File: config.mk
export PLATFORM = sky130hd
export DESIGN_NAME = threefish_input_loader
export DESIGN_NICKNAME = d
export VERILOG_FILES = /design/src/rtl/threefish_input_loader.sv
export SDC_FILE = /design/constraint.sdc
export NUM_CORES = 1
export LEC_CHECK = 0
export ABC_AREA = 1
export CAP_MARGIN = 20
export CORE_AREA = 5 5 463 465
export CTS_CLUSTER_DIAMETER = 150
export DETAILED_ROUTE_END_ITERATION = 12
export DIE_AREA = 0 0 468 470
export PLACE_DENSITY = 0.46
export SYNTH_ARGS = -nofsm -noshare
export SYNTH_HDL_FRONTEND = slang
export SYNTH_SLANG_ARGS = --single-unit
File: constraint.sdc
create_clock -name inClk -period 5.9 [get_ports inClk]
set_clock_uncertainty 0.05 [all_clocks]
set_input_delay 0.885 -clock inClk [delete_from_list [all_inputs] [get_ports inClk]]
set_output_delay 0.885 -clock inClk [all_outputs]
set_load 0.05 [all_outputs]
File: src/rtl/threefish_input_loader.sv
// rtl/threefish_input_loader.sv - assembles key/tweak/block from a 32-bit word stream and launches the Threefish control
module threefish_input_loader #(
   parameter int WORD_W      = 32,
   parameter int KEY_WORDS   = 16,
   parameter int TWEAK_WORDS = 4,
   parameter int BLOCK_WORDS = 16
) (
   input  logic                            inClk,
   input  logic                            inRstN,
   input  logic [WORD_W-1:0]               inData,
   input  logic                            inValid,
   input  logic [1:0]                      inSel,
   output logic                            outReady,
   input  logic                            inBusy,
   output logic [KEY_WORDS*WORD_W-1:0]     outKey,
   output logic [TWEAK_WORDS*WORD_W-1:0]   outTweak,
   output logic [BLOCK_WORDS*WORD_W-1:0]   outBlock,
   output logic                            outKeyWr,
   output logic                            outTweakWr,
   output logic                            outBlockWr,
   output logic                            outErr
);

   typedef enum logic [1:0] {FILL, LAUNCH, WAIT_HI, WAIT_LO} state_t;

   localparam logic [3:0] KEY_LAST   = 4'(KEY_WORDS - 1);
   localparam logic [1:0] TWEAK_LAST = 2'(TWEAK_WORDS - 1);
   localparam logic [3:0] BLOCK_LAST = 4'(BLOCK_WORDS - 1);

   state_t     state;
   logic [3:0] keyCnt;
   logic [1:0] tweakCnt;
   logic [3:0] blockCnt;
   logic       keyFull;
   logic       tweakFull;
   logic       blockFull;

   logic       accept;
   logic       keyWe;
   logic       tweakWe;
   logic       blockWe;
   logic       errWord;
   logic       allFullNxt;

   // Full flags are looked at one edge early so the edge accepting the last word can also launch.
   always_comb begin
      outReady   = (state == FILL);
      accept     = inValid && outReady;
      keyWe      = accept && (inSel == 2'd0) && !keyFull;
      tweakWe    = accept && (inSel == 2'd1) && !tweakFull;
      blockWe    = accept && (inSel == 2'd2) && !blockFull;
      errWord    = accept && ((inSel == 2'd3) ||
                              ((inSel == 2'd0) && keyFull) ||
                              ((inSel == 2'd1) && tweakFull) ||
                              ((inSel == 2'd2) && blockFull));
      allFullNxt = (keyFull   || (keyWe   && (keyCnt   == KEY_LAST))) &&
                   (tweakFull || (tweakWe && (tweakCnt == TWEAK_LAST))) &&
                   (blockFull || (blockWe && (blockCnt == BLOCK_LAST)));
   end

   always_ff @(posedge inClk or negedge inRstN) begin
      if (!inRstN) begin
         state      <= FILL;
         keyCnt     <= '0;
         tweakCnt   <= '0;
         blockCnt   <= '0;
         keyFull    <= 1'b0;
         tweakFull  <= 1'b0;
         blockFull  <= 1'b0;
         outKey     <= '0;
         outTweak   <= '0;
         outBlock   <= '0;
         outKeyWr   <= 1'b0;
         outTweakWr <= 1'b0;
         outBlockWr <= 1'b0;
         outErr     <= 1'b0;
      end else begin
         if (keyWe) begin
            outKey[{keyCnt, 5'd0} +: WORD_W] <= inData;
            keyCnt <= keyCnt + 4'd1;
            if (keyCnt == KEY_LAST) keyFull <= 1'b1;
         end
         if (tweakWe) begin
            outTweak[{tweakCnt, 5'd0} +: WORD_W] <= inData;
            tweakCnt <= tweakCnt + 2'd1;
            if (tweakCnt == TWEAK_LAST) tweakFull <= 1'b1;
         end
         if (blockWe) begin
            outBlock[{blockCnt, 5'd0} +: WORD_W] <= inData;
            blockCnt <= blockCnt + 4'd1;
            if (blockCnt == BLOCK_LAST) blockFull <= 1'b1;
         end
         if (errWord) outErr <= 1'b1;

         case (state)
            FILL: begin
               if (allFullNxt && !inBusy) begin
                  state      <= LAUNCH;
                  outKeyWr   <= 1'b1;
                  outTweakWr <= 1'b1;
                  outBlockWr <= 1'b1;
               end
            end
            LAUNCH: begin
               state      <= WAIT_HI;
               outKeyWr   <= 1'b0;
               outTweakWr <= 1'b0;
               outBlockWr <= 1'b0;
            end
            // Control raises busy a couple of cycles after the strobe; wait for it before watching the fall.
            WAIT_HI: begin
               if (inBusy) state <= WAIT_LO;
            end
            WAIT_LO: begin
               if (!inBusy) begin
                  state     <= FILL;
                  keyCnt    <= '0;
                  tweakCnt  <= '0;
                  blockCnt  <= '0;
                  keyFull   <= 1'b0;
                  tweakFull <= 1'b0;
                  blockFull <= 1'b0;
               end
            end
            default: state <= FILL;
         endcase
      end
   end

endmodule

==> results.toml, run 1 <==
[placement]
dp.cells = 8129
dp_hpwl_um = 160000
gp_congestion = 0.789
port_buffers = 1194

[clock_tree]
ctsResizeCount = 0
cts_hold_buf = 1
post_cts.repair.setup_buffers = 0
clock_latency_ns = 0.79
cts_max_level = 4
cts_buffers = 141
cts_tree = "yes"
clockBufferDepth = 3
numClockSinks = 1169
clock-root-buffer = "clkbuf_16"
clkTransAtPathRegs_ns = 0.06

[global_routing]
antenna_found_initial = 19
grt_pass1_wl_um = 312000
grt_use_total = 0.200
gr-total-overflow = 0
grt_pass1_vias = 36900
grt_max_degree = 160

[power]
peakVddDrop_v = 0.000353
clock_power_share = 0.254
p_leak_nw = 27.7
finalPower_mw = 35.7
power_frac_seq = 0.307
p_comb_frac = 0.440
power_density_nw_per_um2 = 555
p_sw_frac = 0.458
internal_power_mw = 19.4
p_sw_mw = 16.4

[sta]
hold_viol = 0
slew_violations = 0
slew_headroom = 0.263
setup_tns_ns = 0
min_period_ns = 3.82
setup_violations = 0
whs_ns = 0.427
worst_pin_slew_ns = 1.10
rsz0062_at_grt = "false"
fmax_mhz = 262
period_share = 0.647

[setup_path]
cp.arrival_ns = 4.49
crit_chain = "inv_2 > buf_4 > ha_1 > nand2_2 > buf_4 > nor2_4 > nand3_1 > nand2_1"
cpLargestDelayFamily = "simple AND/OR/NAND/NOR gates"
startpoint = "tweakCnt[0]"
cpPeakStageDelay_ns = 0.98
critPathCaptureType = "flop"
crit_buf_inv = 3
start_kind = "flop"
worstPathRequired_ns = 6.57
slowest_stage = "dfrtp_2"
crit_type = "flop to flop"
cp_max_fo = 38
critPathMostFrequentCell = "buf_4"
rr_startpoint = "tweakCnt[0]"

[cells_and_area]
drive_above_1_share = 0.0875
multi_input_area_um2 = 13300
fin_nets = 5529
fin_cells = 8388
final-seq-area_um2 = 29300
final_util = 0.308
fillers = 21800
area_growth_pct = 44.0

[floorplan]
design.core.area_um2 = 209000
dieHeight_um = 470
start_util = 0.214
ios = 1195
die-area_um2 = 220000
die_w_um = 468
num_rows = 168

[synth]
synthAdderAreaFrac = 0.00532
synth-xor-area-share = 0.00143
yosysUniqueCellTypes = 44
ys_seq_area_frac = 0.655
synth.avg_cell_area_um2 = 10.2
synth-simple-area-share = 0.141
synth.ff_latch_count = 1169
synth_nets = 4425
netlist_instances = 4368
yosys_warnings = 0
synth_top_family_by_area = "compound AO/OA/AOI/OAI gates"
synth-compound-area-share = 0.148
muxShareOfSynthArea = 0
synth_area_um2 = 44700

[drt]
vias = 37000
drtIter0Drc = 2992
wl_per_cell_um = 27.1
totalWireLength_um = 227000
post-route-drc-count = 0
routed_via_density = 4.42
ant_nets = 0
first_pass_iters = 6

[job]
max-cap-violations = 0

[min_path]
hold_start = "outKey[304]"
hp-class = "flop to flop"

[status]
status = "finished, final reports clean"
==> final cells by class <==
class,instances,share of cell area
Antenna cell,8,0.000311
Inverter,130,0.00788
Clock buffer,205,0.0648
Multi-Input combinational cell,2731,0.207
Clock inverter,41,0.00963
Tap cell,2805,0.0546
Sequential cell,1169,0.455
Timing Repair Buffer,1299,0.201
==> cells in the final DEF (no fill, tap or decap), drive strengths merged <==
| cell type | n |
|---|---|
| a211oi | 2 |
| a21oi | 111 |
| a31oi | 1 |
| and2 | 1 |
| and3 | 1 |
| buf | 112 |
| bufinv | 11 |
| clkbuf | 205 |
| clkdlybuf4s50 | 1186 |
| clkinv | 24 |
| clkinvlp | 2 |
| dfrtp | 1169 |
| diode | 8 |
| dlygate4sd3 | 1 |
| ha | 19 |
| inv | 134 |
| nand2 | 1060 |
| nand3 | 183 |
| nand4 | 39 |
| nor2 | 138 |
| nor3 | 46 |
| nor3b | 2 |
| o21a | 33 |
| o21ai | 1046 |
| o22ai | 2 |
| o31ai | 43 |
| or2 | 1 |
| xnor2 | 2 |
| xor2 | 1 |
==> per-stage QoR <==
stage	setup WS [ns]	instance area (um^2)
finish	2.08	64300
floorplan	3.38	44700
detailed placement	1.95	59400
global route	1.83	64300
CTS	2.05	64200
global placement	1.81	59300
==> worst paths after layout <==
| kind | to | slack, ns | cells after the start |
|---|---|---|---|
| max | outTweak[77] | 2.08 | 8 |
| min | outKey[304] | 0.43 | 2 |
| max reg2reg | outTweak[77] | 2.08 | 8 |
| min reg2reg | outKey[304] | 0.43 | 2 |
| max in group asynchronous | outTweak[28] | 3.57 | 3 |
| min in group asynchronous | outBlock[267] | 0.60 | 2 |
==> tightest hold or removal path, cell delays in order (launching register included) <==
cell and delay [ns]:
dfrtp_1 0.34, nand2_1 0.06, o21ai_2 0.05
==> Yosys cell counts (all sizes together) <==
cell | instances | area (um^2)
and2 | 1 | 6.26
xnor2 | 2 | 55.1
inv | 127 | 494
o22ai | 2 | 12.5
a31oi | 1 | 6.26
xor2 | 1 | 8.76
a211oi | 2 | 15.0
nor2 | 138 | 654
nand4 | 39 | 269
o21ai | 1046 | 5450
or2 | 1 | 6.26
a21oi | 111 | 559
o31ai | 43 | 323
clkinv | 3 | 12.5
nand3 | 183 | 993
o21a | 33 | 248
nor3 | 46 | 241
nand2 | 1060 | 4090
nor3b | 2 | 15.0
dfrtp | 1169 | 29300
and3 | 1 | 6.26
ha | 19 | 238
buf | 119 | 887
clkbuf | 219 | 826
==> logic make-up after synthesis <==
kind of cell / count (synthesis)
AND/OR/NAND/NOR: 1471
AO/OA/AOI/OAI: 1238
flip-flops: 1169
buffers and inverters: 468
adder cells (fa/ha/maj): 19
XOR/XNOR: 3
==> state kept, by name, summed over array words and instances, names as in the netlist <==
register	cells
tweakCnt	2
keyFull	1
blockCnt	4
outKey	512
outBlock	512
outErr	1
state	2
tweakFull	1
outBlockWr	1
outTweak	128
keyCnt	4
blockFull	1
==> layer usage <==
| layer | vias up | wire [um] | global-route usage |
|---|---|---|---|
| met5 | - | 0 | 0 |
| met4 | 0 | 6110 | 0.0521 |
| met3 | 241 | 21300 | 0.0723 |
| met2 | 1405 | 108000 | 0.335 |
| met1 | 18600 | 91600 | 0.244 |
| li1 | 16800 | - | - |
==> power groups by stage <==
| stage | clock network (mW) | logic, mW | registers [mW] |
|---|---|---|---|
| global route | 9.65 | 16.4 | 11.2 |
| detailed placement | 0 | 15.8 | 11.0 |
| finish | 9.07 | 15.7 | 10.9 |
| global placement | 0 | 15.8 | 11.0 |
| CTS | 9.35 | 15.9 | 10.9 |
| floorplan | 0 | 3.07 | 17.1 |
Power figures use the tool's default switching activity.
==> inputs of run 2 (changes only) <==
clock period = 3.7 ns   (was 5.9 ns; I/O delays follow)
==> run 2 against run 1 <==
Against the previous run: via count is 1.1% higher; core utilization increased by 0.29 points; register-to-register slack got worse by 1.4 ns; sequential share of layout area down 0.43 points; global-route usage rose by 0.11 points; routed wire length up 0.84%; sequential power grew 60%; highest routed layer unchanged.
==> results.toml, run 2 (synthesis gave the netlist of run 1 again) <==
[status]
status = "finished, final reports clean"

[clock_tree]
cts_tree = "yes"
clockBufferDepth = 3
clock-root-buffer = "clkbuf_16"
numClockSinks = 1169
cts_hold_buf = 1
ctsResizeCount = 0
cts_max_level = 4
post_cts.repair.setup_buffers = 0
clock_latency_ns = 0.78
cts_buffers = 142
clkTransAtPathRegs_ns = 0.06

[placement]
dp_hpwl_um = 166000
port_buffers = 1194
gp_congestion = 0.822

[setup_path]
reg2reg_slack_ns = 0.67
start_kind = "flop"
cp_max_fo = 5
r2r_end = "outBlock[471]"
worstPathRequired_ns = 3.09
critPathCaptureType = "output pin"
cp.arrival_ns = 2.53
r2r_cells = 11
rr_startpoint = "blockCnt[1]"
crit_type = "flop to output pin"

[drt]
post-route-drc-count = 0
totalWireLength_um = 229000
routed_via_density = 4.43
first_pass_iters = 6
ant_nets = 0
wl_per_cell_um = 27.1
drtIter0Drc = 2862
vias = 37500

[floorplan]
ios = 1195
dieHeight_um = 470
design.core.area_um2 = 209000
die_w_um = 468
start_util = 0.214
die-area_um2 = 220000
num_rows = 168

[power]
p_leak_nw = 28.1
finalPower_mw = 56.9
power_density_nw_per_um2 = 876
peakVddDrop_v = 0.000516

[cells_and_area]
final_cell_mix = "clkdlybuf4s50_1, dfrtp_1, nand2_1"
drive_above_1_share = 0.0976
fin_nets = 5591
multi_input_area_um2 = 13300
final-seq-area_um2 = 29300
top_regs = "outBlock x512, outKey x512, outTweak x128"
fillers = 21700
mostFrequentLayoutCell = "clkdlybuf4s50_1"
area_growth_pct = 45.3

[job]
max-cap-violations = 0

[sta]
fmax_mhz = 319
slew_headroom = 0.318
rsz0062_at_grt = "false"
setup_tns_ns = 0
setup_violations = 0
hold_viol = 0
period_share = 0.847
min_period_ns = 3.13
worst_pin_slew_ns = 1.02
slew_violations = 0

[min_path]
hp-class = "input port to asynchronous set/reset pin"

[global_routing]
gr-total-overflow = 0
grt_max_degree = 88
antenna_found_initial = 17
grt_use_total = 0.201
grt_pass1_vias = 37100
grt_pass1_wl_um = 315000
==> run 2: changes by cell type in the layout (fill, tap and decap cells not counted), sizes merged <==
cell      before  now
clkinv        24   29
buf          112  173
bufinv        11    9
clkinvlp       2    4
clkbuf       205  210
==> run 2: routing by layer <==
metal / track usage / wire length, um
met3: 0.0686 / 20800
met2: 0.335 / 109000
met5: 0 / 0
met1: 0.250 / 93900
met4: 0.0518 / 5960
==> run 2: critical path: stages, from the launching register on <==
cell and delay [ns]:
dfrtp_1 0.42, inv_1 0.13, ha_1 0.27, clkdlybuf4s50_1 0.92
==> run 2: through the flow <==
step | utilization | hold slack [ns] | cell area [um^2] | worst slack [ns] | std cells
after floorplan | - | 0.209 | 44700 | 1.18 | 4368
after global placement | 0.288 | 0.415 | 60200 | 0.435 | 8194
after detailed placement | 0.288 | 0.417 | 60200 | 0.438 | 8194
after CTS | 0.310 | 0.248 | 64900 | 0.493 | 8451
after global routing | 0.310 | 0.262 | 64900 | 0.441 | 8454
final | 0.310 | 0.280 | 64900 | 0.567 | 8459
==> run 2: cell type report <==
type                    count  area share
diodes                      8    0.000308
clock buffers             210      0.0635
clock inverters            46     0.00908
inverters                 130     0.00780
multi-input cells        2731       0.205
flip-flops and latches   1169       0.451
well taps                2805      0.0541
repair buffers           1360       0.209
==> run 2: power breakdown <==
part / total (mW) / internal, mW / switching [mW]
combinational: 25.2 / 6.63 / 18.6
sequential: 17.4 / 15.7 / 1.76
clock: 14.3 / 8.38 / 5.88
total: 56.9 / 30.7 / 26.2
==> run 2: how the worst max path moves through the flow <==
stage / start / to / slack [ns]
3_5_place_dp: inValid / outKey[243] / 0.44
3_3_place_gp: inValid / outKey[231] / 0.43
4_1_cts: state[0] / outReady / 0.49
6_report: state[0] / outReady / 0.57
2_1_floorplan: keyCnt[0] / outKey[386] / 1.18
5_1_grt: state[0] / outReady / 0.44
